<file path="config.mk">
export PLATFORM = sky130hd
export DESIGN_NAME = pipe_stage
export DESIGN_NICKNAME = d
export VERILOG_FILES = /design/src/rtl/pipe_stage.sv
export SDC_FILE = /design/constraint.sdc
export NUM_CORES = 1
export LEC_CHECK = 0
export ABC_AREA = 1
export BUFFER_PORTS_ARGS = -buffer_cell sky130_fd_sc_hd__buf_2
export CAP_MARGIN = 40
export CORE_ASPECT_RATIO = 0.6
export CORE_MARGIN = 2
export CORE_UTILIZATION = 35
export CTS_CLUSTER_SIZE = 40
export DETAILED_ROUTE_END_ITERATION = 6
export PLACE_DENSITY = 0.64
export SKIP_LAST_GASP = 1
export SLEW_MARGIN = 20
export SYNTH_ARGS = -nofsm -noshare
export SYNTH_HDL_FRONTEND = slang
export SYNTH_SLANG_ARGS = --single-unit
</file>
<file path="constraint.sdc">
create_clock -name clk -period 1.5 [get_ports clk]
set_input_delay 0.45 -clock clk [delete_from_list [all_inputs] [get_ports clk]]
set_output_delay 0.45 -clock clk [all_outputs]
set_load 0.03 [all_outputs]
</file>
<file path="src/rtl/pipe_stage.sv">
// pipe_stage: parametrised valid/ready pipeline register with flush and stall.
// Define PIPE_SKID_EN to compile in a one-entry skid buffer with registered ready.
module pipe_stage #(
    parameter int unsigned       DATA_W          = 145,
    parameter logic [DATA_W-1:0] NOP_VAL         = '0,
    parameter logic [DATA_W-1:0] FLUSH_KEEP_MASK = '0
) (
    input  logic              clk,
    input  logic              rst,
    input  logic              in_valid,
    output logic              in_ready,
    input  logic [DATA_W-1:0] in_data,
    output logic              out_valid,
    input  logic              out_ready,
    output logic [DATA_W-1:0] out_data,
    input  logic              flush,
    input  logic              stall
);

    typedef enum logic [1:0] {
        ST_EMPTY = 2'd0,
        ST_FULL  = 2'd1,
        ST_SKID  = 2'd2
    } state_e;

    state_e            state_q, state_d;
    logic [DATA_W-1:0] data_q, data_d;
    logic              main_valid;
    logic              in_xfer;
    logic              out_xfer;

`ifdef PIPE_SKID_EN
    logic [DATA_W-1:0] skid_q, skid_d;
    logic              skid_valid;

    assign skid_valid = (state_q == ST_SKID);
`endif

    assign main_valid = (state_q != ST_EMPTY);
    assign in_xfer    = in_valid & in_ready;
    assign out_xfer   = out_valid & out_ready;
    assign out_data   = data_q;

    always_ff @(posedge clk) begin
        if (rst) begin
            state_q <= ST_EMPTY;
        end else begin
            state_q <= state_d;
        end
    end

    always_comb begin
        state_d = state_q;
        if (flush) begin
            state_d = ST_EMPTY;
        end else if (!stall) begin
            unique case (state_q)
                ST_EMPTY: begin
                    if (in_xfer) begin
                        state_d = ST_FULL;
                    end
                end
                ST_FULL: begin
                    if (out_xfer && !in_xfer) begin
                        state_d = ST_EMPTY;
                    end
`ifdef PIPE_SKID_EN
                    if (in_xfer && !out_xfer) begin
                        state_d = ST_SKID;
                    end
`endif
                end
`ifdef PIPE_SKID_EN
                ST_SKID: begin
                    if (out_xfer) begin
                        state_d = ST_FULL;
                    end
                end
`endif
                default: begin
                    state_d = ST_EMPTY;
                end
            endcase
        end
    end

    // Flush forces ready so an offered beat is swallowed, not left pending.
    always_comb begin
        out_valid = main_valid & ~stall & ~flush;
`ifdef PIPE_SKID_EN
        in_ready  = (~skid_valid & ~stall) | flush;
`else
        in_ready  = (~stall & (~main_valid | out_ready)) | flush;
`endif
    end

    always_comb begin
        data_d = data_q;
`ifdef PIPE_SKID_EN
        skid_d = skid_q;
`endif
        if (flush) begin
            data_d = (data_q & FLUSH_KEEP_MASK)
                   | (NOP_VAL & ~FLUSH_KEEP_MASK);
        end else if (!stall) begin
`ifdef PIPE_SKID_EN
            if (skid_valid) begin
                if (out_xfer) begin
                    data_d = skid_q;
                end
            end else if (in_xfer) begin
                if (main_valid && !out_xfer) begin
                    skid_d = in_data;
                end else begin
                    data_d = in_data;
                end
            end
`else
            if (in_xfer) begin
                data_d = in_data;
            end
`endif
        end
    end

    always_ff @(posedge clk) begin
        if (rst) begin
            data_q <= NOP_VAL;
        end else begin
            data_q <= data_d;
        end
    end

`ifdef PIPE_SKID_EN
    always_ff @(posedge clk) begin
        if (rst) begin
            skid_q <= NOP_VAL;
        end else begin
            skid_q <= skid_d;
        end
    end
`endif

endmodule

</file>
## After elaboration in Yosys (flattened, before gate mapping)

Cells that the tools add are included.

- Bits in registers: 147
- Bits of input ports: 151

- Reduce and logical (&&, ||, !) cells: 7
- Equal/unequal tests: 3
- Bitwise operators: 10
- Multiplexer cells: 3

Operators by type and width:

| operator | count |
|---|---|
| 1-bit AND | 5 |
| 2-bit two-way mux | 2 |
| 2-bit != test, second input constant | 2 |
| 2-bit case mux with 2 select lines | 1 |
| 1-bit inverter | 3 |
| 3-bit AND reduction | 1 |
| 2-bit by 1-bit == test with 1-bit output, second input constant | 1 |
| 2-bit logical NOT | 1 |
| 1-bit OR | 2 |
| 2-bit AND reduction | 1 |
| 2-bit nonzero test | 1 |
| 2-bit OR reduction | 1 |
| 1-bit logical AND | 1 |
| 1-bit logical NOT | 1 |

## Longest topological paths before layout

- Word-level depth: 10
- Depth in mapped cells: 10
- Depth with buffers taken out: 8

## Worst setup path before layout

Ideal clock, no wire load.

- Path type: input-to-output
- From: in out_ready
- To: out in_ready
- Cell stages on the path: 5
- Setup slack: -0.065 ns
- Required time: 1.050 ns
- Data arrival time: 1.115 ns
- Path through: inv_1 nand2_1 nand2_1 nand2_1 clkbuf_1

- Word-level cells in the longest chain between the ends: 3

Ends and longest elaborated chain:

| element | RTL line | RTL |
|---|---|---|
| from (decl) | 14 | `input logic out_ready,` |
| 1-bit OR | 93 | `in_ready = (~stall & (~main_valid \| out_ready)) \| flush;` |
| 1-bit AND | 93 |  |
| 1-bit OR | 93 |  |
| to (decl) | 11 | `output logic in_ready,` |

No other way between the ends.

## Worst setup path after layout

- From: reg state_q[0]
- To: out in_ready

- Word-level cells in the longest chain between the ends: 5

Ends and longest elaborated chain:

| element | RTL line | RTL |
|---|---|---|
| from (decl) | 26 | `state_e state_q, state_d;` |
| from (signal assigned) | 48 | `state_q <= state_d;` |
| 2-bit nonzero test | 39 | `assign main_valid = (state_q != ST_EMPTY);` |
| 1-bit inverter | 93 |  |
| 1-bit OR | 93 |  |
| 1-bit AND | 93 |  |
| 1-bit OR | 93 |  |

No other way between the ends.

==> impl_results.md <==
- Setup violations, final: 2
- Drt first pass iters: 4
- Routed WL: 21.66 mm
- Via Count: 7706
- CTS buffer count: 17
- I/O Pins: just under 300
- FILL cells: 2188
- Worst-skew pair later-pin latency: 0.41 ns
- All-layer global routing usage: between 10% and 20%
- Biggest area consumer among synthesized cells: dfxtp_1
- Async S/R FF share, synth: 0%
- LEAKAGE: between 0.005 and 0.006 µW
- Post-layout util: a little under 50%
- Horiz. Die Dim: ~190 µm
- RSZ-0062 raised after global routing: yes
- Worst-path clk slew: ~0.06 ns
- DR vias/cell: about 4.2
- Sequential area share after synthesis: between 30 and 40%
- Die height: 118.2 µm
- Synth area leaders: dfxtp_1, inv_1, nand2_1, nand4_1, nor2_1
- Most frequent cells after synthesis: inv_1, nand2_1, nor2_1
- Comb power frac: between 15 and 20%
- DP HPWL: 15.37 mm
- CTS tree: built
- Internal: between 7000 and 8000 µW
- Fmax achieved: roughly 0.66 GHz
- Clock Sinks: 146
- Root buf cell: clkbuf_16
- Number of synthesized flops with an enable pin: 0
- CP max FO: 3
- Drt wl/cell: approximately 12 µm
- First-pass GRT wire length: 35.02 mm
- Hold Crit Class: input pin to flip-flop
- Placed Area: 0.009592 mm²
- Count of pins over their slew limit: 0
- Clock Path Buffers: 2
- Psw: 2696 µW
- Req. time, crit path: 1.05 ns
- Most numerous cell on the critical path: nand2_2
- Max-slew headroom: 82.39%
- Clock skew: 0.008374 ns
- Fraction of layout cells with a size suffix above 1: 23.78%
- Yosys top cell area share: 38.45%
- Sw Ratio: 27.27%
- Power share of the sequential group: 41.0%
- Die ar.: about 0.023 mm²
- Synth Flop Type: dfxtp_1
- Buf+Inv Stages, Crit Path: 1
- Post-route setup slack: -0.02462 ns
- Number of max-cap violations: 0
- Cell area after layout: 0.01019 mm²
- Netlist cell types: 12
- P&R area growth vs syn: 34.02%
- DRT antenna net count: 0
- Worst setup SP type: flip-flop
- CORE AREA: 0.02114 mm²
- Vias in the first global route: approximately 7000
- Critical path arrival: about 1.1 ns
- Mapped Area: 0.007602 mm²
- CP Class: flip-flop to primary output
- Congestion Overflow GR: 0
- RePlAce Congestion: 0.7976
- Synthesis-stage register bit count: 146
- Warning count from the yosys run: 0
- Post-Syn Instances: 1259
- Max IR drop VDD: 726.1 µV
- Crit-path cells: nand2_2 -> nand2_2 -> nand2_4 -> buf_6
- Initial DRC count: 346
- Slowest library cell on the worst path: dfxtp_2
- Period utilization: 101.6%
- Starting density of the core: 35.97%
- WHS: ~0.35 ns
- Slew @ Worst Pin: 0.2641 ns
- Failing checks: setup timing
- PwrDens: 970.4 mW/mm²
- Crit. End Element: primary output
- Minimum clock period after layout: between 1.5 and 2 ns
- Status: finished, violations left
- Layout Nets: 1683
- Avg Cell Area, Syn: 6.038 µm²
- Port bufs: 297
- Syn nets: 1410
- Fin. Hold Viols: 0
- Most frequent cell after synthesis: inv_1
- Pre-CTS setup slack: -0.03669 ns
- Total Power: a little under 10000 µW
- Hold Buf Count CTS: 0
- Clock share of power: 42.1%
- Crit-path leading delay family: flip-flops
- Initial antenna violation count: 1
- H-tree levels: 4
- DRC: 0
- Largest net degree at the start of global routing: 56
- Row count: 41
- CP peak stage delay: 0.35 ns
cells by family (layout without fill, tap and decap cells):
kind of cell / Yosys count / after routing / synth area share (%)
buffers and inverters: 521 / 805 / 27.52
flip-flops: 146 / 146 / 38.45
other: 0 / 1 / 0
AND/OR/NAND/NOR: 592 / 592 / 34.04
routing by layer:
layer	vias up	track usage (%)	wire length, µm
li1	4125	-	-
met1	3342	24.44	10090
met2	220	28.34	9429
met3	19	7.449	1860
met4	0	4.545	279
met5	-	0	0
state kept, by name, summed over array words and instances (netlist names):
| name | flops |
|---|---|
| out_data | 145 |
| state_q | 1 |
what timing repair did:
| action | CTS | global route |
|---|---|---|
| setup endpoints to repair | 2 | 2 |
| gates cloned | 0 | 0 |
| gates resized for setup | 6 | 2 |
| buffers inserted | 1 | 0 |
| pin swaps | 0 | 2 |
worst reg2reg max path, cell delays in order (launching register included):
cell and delay [ns]:
dfxtp_2 0.35, nand2_2 0.05, nand2_2 0.08, nand2_4 0.05
buf_4 0.16, nand3_4 0.13, buf_12 0.23, nand2_1 0.12
inv_1 0.06, nor2_1 0.04
final timing paths:
kind | startpoint | end | slack, ns | cells after the start
setup / recovery | state_q[0] | in_ready | -0.02 | 4
hold / removal | in_data[136] | out_data[136] | 0.35 | 5
setup reg to reg | state_q[0] | out_data[9] | 0.14 | 9
hold reg to reg | out_data[134] | out_data[134] | 0.50 | 4
stage by stage:
step / setup TNS [ns] / cells
after floorplan: 0 / 1259
after global placement: -0.03745 / 1791
after detailed placement: -0.9131 / 1791
after CTS: -0.07697 / 1822
after global routing: -0.1921 / 1822
final: -0.02874 / 1823
power groups by stage:
stage	combinational, µW	clock [µW]	sequential, µW
detailed placement	1670	0	4140
CTS	1690	4280	4060
floorplan	823	0	4370
global route	1870	4450	4070
global placement	1660	0	4140
finish	1670	4160	4060
layout make-up:
cell class / instances / area, µm² / share of cell area (%)
diodes: 1 / 2.502 / 0.02456
clock buffers: 25 / 485.5 / 4.765
clock inverters: 5 / 77.57 / 0.7614
inverters: 441 / 1658 / 16.27
multi-input cells: 592 / 2625 / 25.76
flip-flops and latches: 146 / 2924 / 28.70
well taps: 279 / 349.1 / 3.426
repair buffers: 334 / 2067 / 20.29
placed cells by master (no fill, tap or decap), types with 2 or more instances in the layout:
cell       instances
nand4_1          145
clkinv_2           2
dfxtp_1          145
nor2_1           147
buf_4             15
clkbuf_16         17
clkbuf_8           3
nand2_1          294
nand2_2            2
buf_6              2
clkbuf_1           5
inv_1            440
buf_12            23
buf_2            294
bufinv_16          2
(Power assumes the default switching activity.)
